==> src/rtl/operand_gen.sv <==
// Seedable 32-bit Galois-LFSR operand source: emits LOOPTOTAL (a, b) pairs per start
// over a valid/ready handshake and pulses o_done once the last pair is taken.
module operand_gen #(
  parameter int unsigned LOOPTOTAL = 10,
  parameter logic [31:0] SEED      = 32'hACE1_2468
) (
  input  logic        i_clock,
  input  logic        i_reset,
  input  logic        i_start,
  input  logic        i_seed_load,
  input  logic [31:0] i_seed,
  input  logic        i_ready,
  output logic [31:0] o_a,
  output logic [31:0] o_b,
  output logic        o_valid,
  output logic        o_busy,
  output logic        o_done,
  output logic [15:0] o_count
);

  typedef enum logic [1:0] {
    IDLE = 2'd0,
    RUN  = 2'd1,
    DONE = 2'd2
  } state_t;

  localparam logic [15:0] LAST_IDX = 16'(LOOPTOTAL - 1);

  function automatic logic [31:0] lfsr_step(input logic [31:0] s);
    return (s >> 1) ^ (s[0] ? 32'h8020_0003 : 32'h0000_0000);
  endfunction

  state_t      r_state;
  logic [31:0] r_lfsr;
  logic [31:0] r_a;
  logic [31:0] r_b;
  logic        r_valid;
  logic        r_busy;
  logic        r_done;
  logic [15:0] r_count;

  logic [31:0] w_step1;
  logic [31:0] w_step2;
  logic        w_accept;
  logic        w_last;

  // Each pair consumes two LFSR steps: a = f(s), b = f(f(s)).
  assign w_step1  = lfsr_step(r_lfsr);
  assign w_step2  = lfsr_step(w_step1);
  assign w_accept = r_valid && i_ready;
  assign w_last   = (r_count == LAST_IDX);

  // Handshake FSM with all outputs registered; seed_load outranks start in IDLE.
  always_ff @(posedge i_clock) begin
    if (i_reset) begin
      r_state <= IDLE;
      r_lfsr  <= SEED;
      r_a     <= 32'h0000_0000;
      r_b     <= 32'h0000_0000;
      r_valid <= 1'b0;
      r_busy  <= 1'b0;
      r_done  <= 1'b0;
      r_count <= 16'd0;
    end else begin
      case (r_state)
        IDLE: begin
          r_done <= 1'b0;
          if (i_seed_load) begin
            r_lfsr <= (i_seed == 32'h0000_0000) ? SEED : i_seed;
          end else if (i_start) begin
            r_count <= 16'd0;
            r_a     <= w_step1;
            r_b     <= w_step2;
            r_lfsr  <= w_step2;
            r_valid <= 1'b1;
            r_busy  <= 1'b1;
            r_state <= RUN;
          end
        end
        RUN: begin
          if (w_accept) begin
            r_count <= r_count + 16'd1;
            if (w_last) begin
              // a/b keep the last pair for inspection after the run
              r_valid <= 1'b0;
              r_done  <= 1'b1;
              r_state <= DONE;
            end else begin
              r_a    <= w_step1;
              r_b    <= w_step2;
              r_lfsr <= w_step2;
            end
          end
        end
        DONE: begin
          r_done  <= 1'b0;
          r_busy  <= 1'b0;
          r_state <= IDLE;
        end
        default: begin
          r_valid <= 1'b0;
          r_done  <= 1'b0;
          r_busy  <= 1'b0;
          r_state <= IDLE;
        end
      endcase
    end
  end

  assign o_a     = r_a;
  assign o_b     = r_b;
  assign o_valid = r_valid;
  assign o_busy  = r_busy;
  assign o_done  = r_done;
  assign o_count = r_count;

endmodule

==> config.mk <==
export PLATFORM = sky130hd
export DESIGN_NAME = operand_gen
export DESIGN_NICKNAME = d
export VERILOG_FILES = /design/src/rtl/operand_gen.sv
export SDC_FILE = /design/constraint.sdc
export NUM_CORES = 1
export LEC_CHECK = 0
export BUFFER_PORTS_ARGS = -buffer_cell sky130_fd_sc_hd__buf_4
export CAP_MARGIN = 10
export CORE_MARGIN = 5
export CORE_UTILIZATION = 52
export DETAILED_ROUTE_END_ITERATION = 6
export PLACE_DENSITY = 0.8
export SETUP_SLACK_MARGIN = 0.4
export SLEW_MARGIN = 20
export SYNTH_ARGS = -nofsm -noshare
export SYNTH_HDL_FRONTEND = slang
export SYNTH_SLANG_ARGS = --single-unit
export TNS_END_PERCENT = 10
==> constraint.sdc <==
create_clock -name i_clock -period 2.55 [get_ports i_clock]
set_input_delay 0.255 -clock i_clock [delete_from_list [all_inputs] [get_ports i_clock]]
set_output_delay 0.255 -clock i_clock [all_outputs]
set_load 0.01 [all_outputs]
==> results of run 1 <==
## flip-flops by register name, summed over array words and instances, names as in the netlist
signal   count
o_busy       1
o_count     16
r_lfsr      32
o_valid      1
o_done       1
o_b          4
r_state      2
o_a         31
## layout make-up
type	count	area (µm²)	share of cell area (%)
sequential	88	1763	34.28
clock buffer	10	127.6	2.482
inverter	5	18.77	0.3650
multi-input combinational	344	2027	39.42
clock inverter	5	82.58	1.606
tap	102	127.6	2.482
timing repair buffer	131	996.0	19.37
## cells by family after synthesis
logic type               Yosys count
buffers and inverters             78
AND/OR/NAND/NOR                  144
flip-flops                        88
XOR/XNOR                          12
adder cells (fa/ha/maj)            2
AO/OA/AOI/OAI                    186
## cells in the final DEF, fill, tap and decap left out, drive strengths merged, types with 5 or more instances in the layout
| cell type | instances |
|---|---|
| xnor2 | 8 |
| o21ai | 56 |
| a311oi | 17 |
| a211oi | 22 |
| nor2 | 25 |
| a21oi | 65 |
| clkbuf | 10 |
| o311ai | 12 |
| nand3 | 35 |
| buf | 131 |
| nor3 | 5 |
| nand2 | 41 |
| inv | 5 |
| nor4 | 9 |
| dfxtp | 88 |
| and4 | 5 |
## worst paths after layout
kind               from         end  slack (ns)  depth (start not counted)
max          o_count[0]  r_lfsr[31]        0.49                          6
min          i_seed[17]  r_lfsr[17]        0.18                          3
max reg2reg  o_count[0]  r_lfsr[31]        0.49                          6
min reg2reg  r_lfsr[30]     o_a[29]        0.50                          2
## report_power, final
group | internal [mW] | switching, mW | total, mW
logic | 0.253 | 0.315 | 0.568
registers | 1.48 | 0.0905 | 1.57
clock network | 0.547 | 0.496 | 1.04
## metrics by stage
step	total power [mW]	std cells	utilization (%)	setup slack, ns	hold slack (ns)
floorplan	1.931	510	-	0.6954	0.4150
global placement	2.137	670	63.19	0.3784	0.4743
detailed placement	2.157	670	63.19	0.2346	0.4788
CTS	3.182	685	65.93	0.3558	0.1705
global route	3.310	685	66.20	0.3362	0.1873
finish	3.181	685	66.20	0.4924	0.1813
## critical path, cell delays in order, from the launching register on
cell,delay (ns)
dfxtp_1,0.43
ha_1,0.17
nor4b_1,0.32
and4_1,0.35
buf_12,0.22
a211oi_1,0.08
a221o_1,0.34
## synth_stat cells, types with 2 or more instances
cell type	number
dfxtp_1	88
a21oi_1	64
o21ai_0	56
nand2_1	41
nand3_1	35
clkbuf_1	34
buf_4	29
nor2_1	25
a211oi_1	22
a311oi_1	17
o311ai_0	12
nor4_1	9
xnor2_1	8
buf_2	6
and4_1	5
inv_1	5
nor3_1	5
buf_1	4
nand4_1	4
or3_1	4
xor2_1	4
nor4b_1	3
o2111ai_1	3
o31ai_1	3
or4_1	3
a211o_1	2
ha_1	2
nand2b_1	2
o211ai_1	2
## metal layers
| metal | global-route usage (%) | wire length, µm | vias up |
|---|---|---|---|
| met1 | 30.11 | 5130 | 2072 |
| met5 | 0 | 0 | - |
| met3 | 6.381 | 1012 | 13 |
| li1 | - | - | 1994 |
| met4 | 7.353 | 124 | 0 |
| met2 | 37.86 | 5860 | 201 |
==> impl_metrics.tcl, run 1 <==
set metrics [dict create \
    core_area_um2 7767 \
    die_area_um2 9924 \
    synthSimpleGateAreaFrac_pct 17.38 \
    maxSlewHeadroom_pct 45.96 \
    pwr_density_cell_nw_per_um2 618.6 \
    period_needed_ns 2.058 \
    clock.fmax_mhz 486.0 \
    dr_total_vias 4280 \
    yosysWarnings 0 \
    htreeDepth 3 \
    synthCells 510 \
    ios 120 \
    postLayoutCellArea_um2 5142 \
    path_clk_slew_ns 0.09 \
    clock_latency_ns 0.36 \
    cts_tree "done" \
    startpoint_type "flip-flop" \
    critPathMaxFanout 47 \
    yosysSeqAreaShare_pct 42.18 \
    synthMuxAreaShare_pct 0 \
    ir_drop_mv 0.2922 \
    synth_flop_cell "dfxtp_1" \
    place_congestion 0.8522 \
    initial_utilization_pct 53.77 \
    worst_setup_path_end_kind "flip-flop" \
    grtUsageTotal_pct 23.30 \
    setup_viol 0 \
    dpl.hpwl_um 8270 \
    area_delta_synth_final_pct 23.13 \
    worst-setup-path-type "reg2reg" \
    rsz0062_at_grt "true" \
    antenna_found_initial 0 \
    fin_skew_ns 0.01375 \
    die_w_um 99.62 \
    first_iter_violations 248 \
    fin_tns_setup_ns 0 \
    route.detailed.drc 0 \
    die_y_um 99.62 \
    status "complete, no violations" \
    synth_top_family_by_area "compound AO/OA/AOI/OAI gates" \
    hold_viol 0 \
    worst-slew-pin-transition_ns 0.8097 \
    num-fill-cells 687 \
    grt_max_degree 63 \
    io_buffers 119 \
    grt_pass1_wl_um 19090 \
    cts_resized 1 \
    syn_avg_cell_area_um2 8.189 \
    numCtsBuffers 9 \
    first_pass_iters 5 \
    viasPerCell 6.248 \
    ys_types 42 \
    grt_pass1_vias 3930 \
    synthTopCellsByArea "dfxtp_1, a21oi_1, o21ai_0" \
    p_leak_nw 1.994 \
    fin_crit_sh_pct 80.69 \
    ant_nets 0 \
    row_count 32 \
    synth_compound_area_share_pct 27.53 \
    hp-class "in2reg" \
    cts_hold_buf 0 \
    synthesis.nets 549 \
    drv_slew 0 \
    cts.sinks 88 \
    synthAdderAreaFrac_pct 0.5992 \
    clockBufferDepth 2 \
    drive_gt1_share_pct 26.07 \
    final_nets 618 \
    placed_area_um2 4908 \
    critPathRequiredTime_ns 2.79 \
    synth_edf_count 0 \
    post_cts_buffers 0 \
    synthXorXnorAreaFrac_pct 2.516 \
    synth-seq-cells 88 \
    syn_area_um2 4177 \
    synth_top_area_share_pct 42.18 \
    gr-total-overflow 0 \
    wirelength_um 12130 \
    synth_top_area_cell "dfxtp_1" \
    cap_violations 0 \
    crit_arrival_ns 2.30 \
    wire_per_inst_um 17.71 \
    antenna_cells 0 \
    cts_root_buf "clkbuf_8" \
    async_flop_share_pct 0 \
]
No activity file was read; power rests on OpenSTA's default activity.
==> run 2, diff against run 1 <==
Settings changed: CORE_UTILIZATION 52 to 47, PLACE_DENSITY 0.8 to 0.76.
Clock period 2.55 ns to 1.8 ns, I/O delays scaled along.
==> run 2 against run 1 <==
Effect of this change:
- combinational power up 66%
- critical endpoint is now o_count[15]
- first-iteration DRC count up 13%
- clock-buffer cell count stayed put
- register-to-register slack worse by 0.46 ns
- highest routed layer unchanged
- non-clock buffer count up 44
- power increased by 40%
- sequential cell count unchanged
- largest cell class unchanged
==> impl_metrics.tcl, run 2 (synthesized netlist as in run 1, its figures left out) <==
set metrics [dict create \
    viasPerCell 6.079 \
    wirelength_um 13270 \
    largest_reg_flops 32 \
    status "complete, no violations" \
    final_util_pct 67.21 \
    worstHoldEndpoint "r_lfsr[14]" \
    cap_violations 0 \
    postLayoutSetupSlackWorst_ns 0.03012 \
    critPathRequiredTime_ns 2.10 \
    top_register "r_lfsr" \
    final_nets 662 \
    wl_met2_um 6413 \
    row_count 34 \
    die_w_um 104.3 \
    setup_viol 0 \
    drive_gt1_share_pct 39.17 \
    placed_area_um2 5225 \
    cts.sinks 88 \
    htreeDepth 3 \
    fin_skew_ns 0.01042 \
    area_delta_synth_final_pct 39.66 \
    hp-class "in2reg" \
    highest_layer "met4" \
    die_y_um 104.3 \
    fin_crit_sh_pct 98.33 \
    placedCellCount 703 \
    worst-slew-pin-transition_ns 0.5139 \
    clockBufferDepth 2 \
    first_iter_violations 280 \
    dr_total_vias 4474 \
    layout_common_cells "buf_4, dfxtp_1, a21oi_1" \
    initial_utilization_pct 48.13 \
    worst-setup-path-type "reg2reg" \
    numCtsBuffers 9 \
    ant_nets 0 \
    ir_drop_mv 0.4686 \
    path_clk_slew_ns 0.09 \
    grt_pass1_vias 4228 \
    die_area_um2 10870 \
    cts_tree "done" \
    critPathMaxFanout 4 \
    route.detailed.drc 0 \
    grt_pass1_wl_um 20880 \
    regToRegEndpoint "o_count[15]" \
    dpl_worst_slack_ns 0.02713 \
    clock_latency_ns 0.36 \
    wl_met3_um 1080 \
    worst_setup_path_end_kind "flip-flop" \
    grtUsageTotal_pct 22.62 \
    place_congestion 0.9097 \
    hold_viol 0 \
    gr-total-overflow 0 \
    ff2ff_path_depth 5 \
    first_pass_iters 5 \
    postLayoutCellArea_um2 5833 \
    layoutNonFillerInstCount 736 \
    min_path_cells 3 \
    wire_per_inst_um 18.03 \
    period_needed_ns 1.770 \
    crit_arrival_ns 2.07 \
    pwr_density_cell_nw_per_um2 762.1 \
    p_leak_nw 2.295 \
    antenna_cells 0 \
    drv_slew 0 \
    rsz0062_at_grt "true" \
    final_common_cell "buf_4" \
    worstReg2RegStart "r_state[0]" \
    core_area_um2 8678 \
    ios 120 \
    antenna_found_initial 0 \
    grt_max_degree 35 \
    min-delay-start "i_seed[14]" \
    maxSlewHeadroom_pct 65.70 \
    cts_root_buf "clkbuf_8" \
    io_buffers 119 \
    startpoint_type "flip-flop" \
    wl_met1_um 5549 \
    num-fill-cells 679 \
    clock.fmax_mhz 565.0 \
    dpl.hpwl_um 9070 \
    r2r_setup_slack_ns 0.03 \
]
-- run 2: cell count changes in the layout (fill, tap and decap cells not counted), sizes merged --
cell | before | now
inv | 5 | 6
clkinv | 0 | 3
bufbuf | 0 | 1
buf | 131 | 174
bufinv | 2 | 0
clkinvlp | 3 | 2
-- run 2: cell type report --
class / count / area (µm²) / area share (%)
tap: 108 / 135.1 / 2.317
inverter: 5 / 18.77 / 0.3218
clock inverter: 6 / 43.79 / 0.7508
sequential: 88 / 1782 / 30.54
multi-input combinational: 344 / 2285 / 39.17
timing repair buffer: 175 / 1431 / 24.54
clock buffer: 10 / 137.6 / 2.360
-- run 2: what timing repair did --
action | in CTS | in global routing
resized for setup | 24 | 49
pin swaps | 12 | 9
endpoints found under the hold margin | 0 | 0
hold buffers | 0 | 0
buffers inserted | 12 | 3
setup endpoints to repair | 87 | 87
cloned | 2 | 0
-- run 2: power by group --
part / total, mW / leakage [nW] / switching, mW / internal (mW)
clock: 1.27 / 0.0888 / 0.728 / 0.542
combinational: 0.945 / 1.48 / 0.491 / 0.454
sequential: 2.23 / 0.729 / 0.136 / 2.09
-- run 2: how the worst max path moves through the flow --
stage / to / cells past startpoint / start / slack, ns
3_5_place_dp: r_lfsr[24] / 7 / o_count[1] / 0.03
4_1_cts: o_count[13] / 4 / r_state[0] / 0.04
5_1_grt: o_count[10] / 6 / o_count[0] / -0.005
6_report: o_count[15] / 5 / r_state[0] / 0.03
3_3_place_gp: o_count[12] / 5 / o_count[0] / 0.06
2_1_floorplan: o_count[9] / 5 / r_state[0] / 0.08
-- run 2: per-layer routing --
metal	GRT usage (%)	up-vias
li1	-	2086
met1	30.46	2139
met2	36.79	227
met3	4.097	22
met4	6.753	0
met5	0	-
-- run 2: worst max-delay path, cell delays in order, from the launching register on --
cell      delay, ns
dfxtp_2        0.35
or3b_4         0.39
buf_4          0.15
a211oi_4       0.21
or4b_1         0.48
a21oi_2        0.13
-- run 2: metrics by stage --
stage	TNS, ns	power (mW)	hold slack (ns)
after floorplan	0	2.747	0.3335
after global placement	0	3.086	0.4735
after detailed placement	0	3.105	0.4708
after CTS	0	4.382	0.08874
after global routing	-0.01169	4.642	0.1013
final	0	4.446	0.1034
==> run 3, diff against run 2 <==
Settings changed: CORE_UTILIZATION 47 to 52, PLACE_DENSITY 0.76 to 0.8.
Clock period 1.8 ns to 1.67 ns, I/O delays scaled along.
==> run 3 against run 2 <==
Effect of this change:
- the flow now finishes with violations (negative setup slack)
- combinational power increased by 29%
- critical path depth increased by 1
- clock power increased by 11%
- first-iteration DRC count increased by 120%
- hold slack got worse by 0.021 ns
- critical path type unchanged
- largest cell class unchanged
==> impl_metrics.tcl, run 3 (synthesized netlist as in run 1, its figures left out) <==
set metrics [dict create \
    route.detailed.drc 0 \
    hp-class "in2reg" \
    fin_crit_sh_pct 112.1 \
    pwr_density_cell_nw_per_um2 799.5 \
    violations "negative setup slack" \
    core_area_um2 7767 \
    grt_pass1_wl_um 23240 \
    wire_per_inst_um 22.89 \
    r2r_setup_slack_ns -0.20 \
    numCtsBuffers 9 \
    grt_pass1_vias 4581 \
    placedCellCount 719 \
    startpoint_type "flip-flop" \
    ant_nets 0 \
    hold_viol 0 \
    p_leak_nw 2.510 \
    cap_violations 0 \
    clock.fmax_mhz 534.3 \
    hold_slack_ns 0.08211 \
    layoutNonFillerInstCount 756 \
    initial_utilization_pct 53.77 \
    clockBufferDepth 2 \
    die_w_um 99.62 \
    num-fill-cells 448 \
    final_nets 688 \
    ios 120 \
    drv_slew 0 \
    wirelength_um 17300 \
    worst-setup-path-type "reg2reg" \
    place_congestion 0.8999 \
    crit_arrival_ns 2.13 \
    critPathMaxFanout 14 \
    ff2ff_path_depth 6 \
    dr_total_vias 5098 \
    io_buffers 119 \
    grt_max_degree 42 \
    drive_gt1_share_pct 45.72 \
    status "finished, violations left" \
    worstReg2RegStart "r_state[0]" \
    ir_drop_mv 0.4963 \
    final_util_pct 81.48 \
    largest_reg_flops 32 \
    row_count 32 \
    area_delta_synth_final_pct 51.53 \
    clock_latency_ns 0.37 \
    maxSlewHeadroom_pct 66.78 \
    gr-total-overflow 0 \
    die_area_um2 9924 \
    min_path_cells 3 \
    grtUsageTotal_pct 28.71 \
    first_pass_iters 5 \
    top_register "r_lfsr" \
    cts_root_buf "clkbuf_8" \
    postLayoutSetupSlackWorst_ns -0.2015 \
    worst_setup_path_end_kind "flip-flop" \
    die_y_um 99.62 \
    antenna_cells 0 \
    crit_start "r_state[0]" \
    cts.sinks 88 \
    layout_common_cells "buf_4, dfxtp_1, a21oi_1" \
    dpl.hpwl_um 9356 \
    path_clk_slew_ns 0.09 \
    cts_hold_buf 0 \
    antenna_found_initial 0 \
    fin_tns_setup_ns -5.007 \
    total_power_mw 5.060 \
    first_iter_violations 617 \
    htreeDepth 3 \
    period_needed_ns 1.872 \
    fin_skew_ns 0.01025 \
    viasPerCell 6.743 \
    endpoint "o_b[0]" \
    rsz0062_at_grt "true" \
    worst-slew-pin-transition_ns 0.4983 \
    cts_tree "done" \
    setup_viol 73 \
    final_common_cell "buf_4" \
    regToRegEndpoint "o_b[0]" \
    critPathRequiredTime_ns 1.93 \
]
==> run 3: changes by cell type in the layout (fill, tap and decap cells not counted), sizes merged <==
| cell | change |
|---|---|
| clkinv | -1 |
| inv | -1 |
| buf | +25 |
| clkbuf | +3 |
==> run 3: worst min-delay path by stage <==
stage / start / end / slack [ns]
after global placement: i_seed[25] / r_lfsr[25] / 0.46
after global routing: i_seed[19] / r_lfsr[19] / 0.08
after floorplan: i_seed[18] / r_lfsr[18] / 0.32
after CTS: i_seed[15] / r_lfsr[15] / 0.07
after detailed placement: i_seed[15] / r_lfsr[15] / 0.46
final: i_seed[19] / r_lfsr[19] / 0.08
==> run 3: final cells by class <==
| type | count | area [µm²] | area share [%] |
|---|---|---|---|
| multi-input cells | 344 | 2464 | 38.93 |
| flip-flops and latches | 88 | 1780 | 28.13 |
| repair buffers | 201 | 1754 | 27.72 |
| clock buffers | 12 | 155.1 | 2.452 |
| well taps | 102 | 127.6 | 2.017 |
| clock inverters | 4 | 28.78 | 0.4547 |
| inverters | 5 | 18.77 | 0.2966 |
==> run 3: routing by layer <==
layer	global-route usage (%)	wire length, µm	vias to the layer above
li1	-	-	2149
met1	35.70	6103	2367
met2	47.68	8120	461
met3	5.750	2039	121
met4	13.45	1038	0
met5	0	0	-
==> run 3: critical path, stage by stage (launching register included) <==
cell and delay (ns):
dfxtp_2 0.35, or3b_4 0.41, buf_4 0.17, a21oi_4 0.25, buf_6 0.22, a21oi_1 0.10, a211oi_1 0.25
==> run 3: what timing repair did <==
action | CTS | global route
pin swaps | 49 | 29
gates cloned | 5 | 2
setup endpoints to repair | 89 | 90
setup buffers | 7 | 7
resized for setup | 70 | 65
==> run 3: report_power, final <==
part / switching, mW / total [mW] / leakage (nW) / internal (mW)
sequential: 0.164 / 2.42 / 0.728 / 2.26
clock: 0.790 / 1.41 / 0.0886 / 0.623
combinational: 0.668 / 1.22 / 1.69 / 0.556
total: 1.62 / 5.06 / 2.51 / 3.44
==> run 3: through the flow <==
stage	setup WS, ns	area, µm²
floorplan	-0.05085	4272
global placement	0.001162	5383
detailed placement	-0.08103	5383
CTS	-0.07772	5948
global route	-0.2184	6329
finish	-0.2015	6329
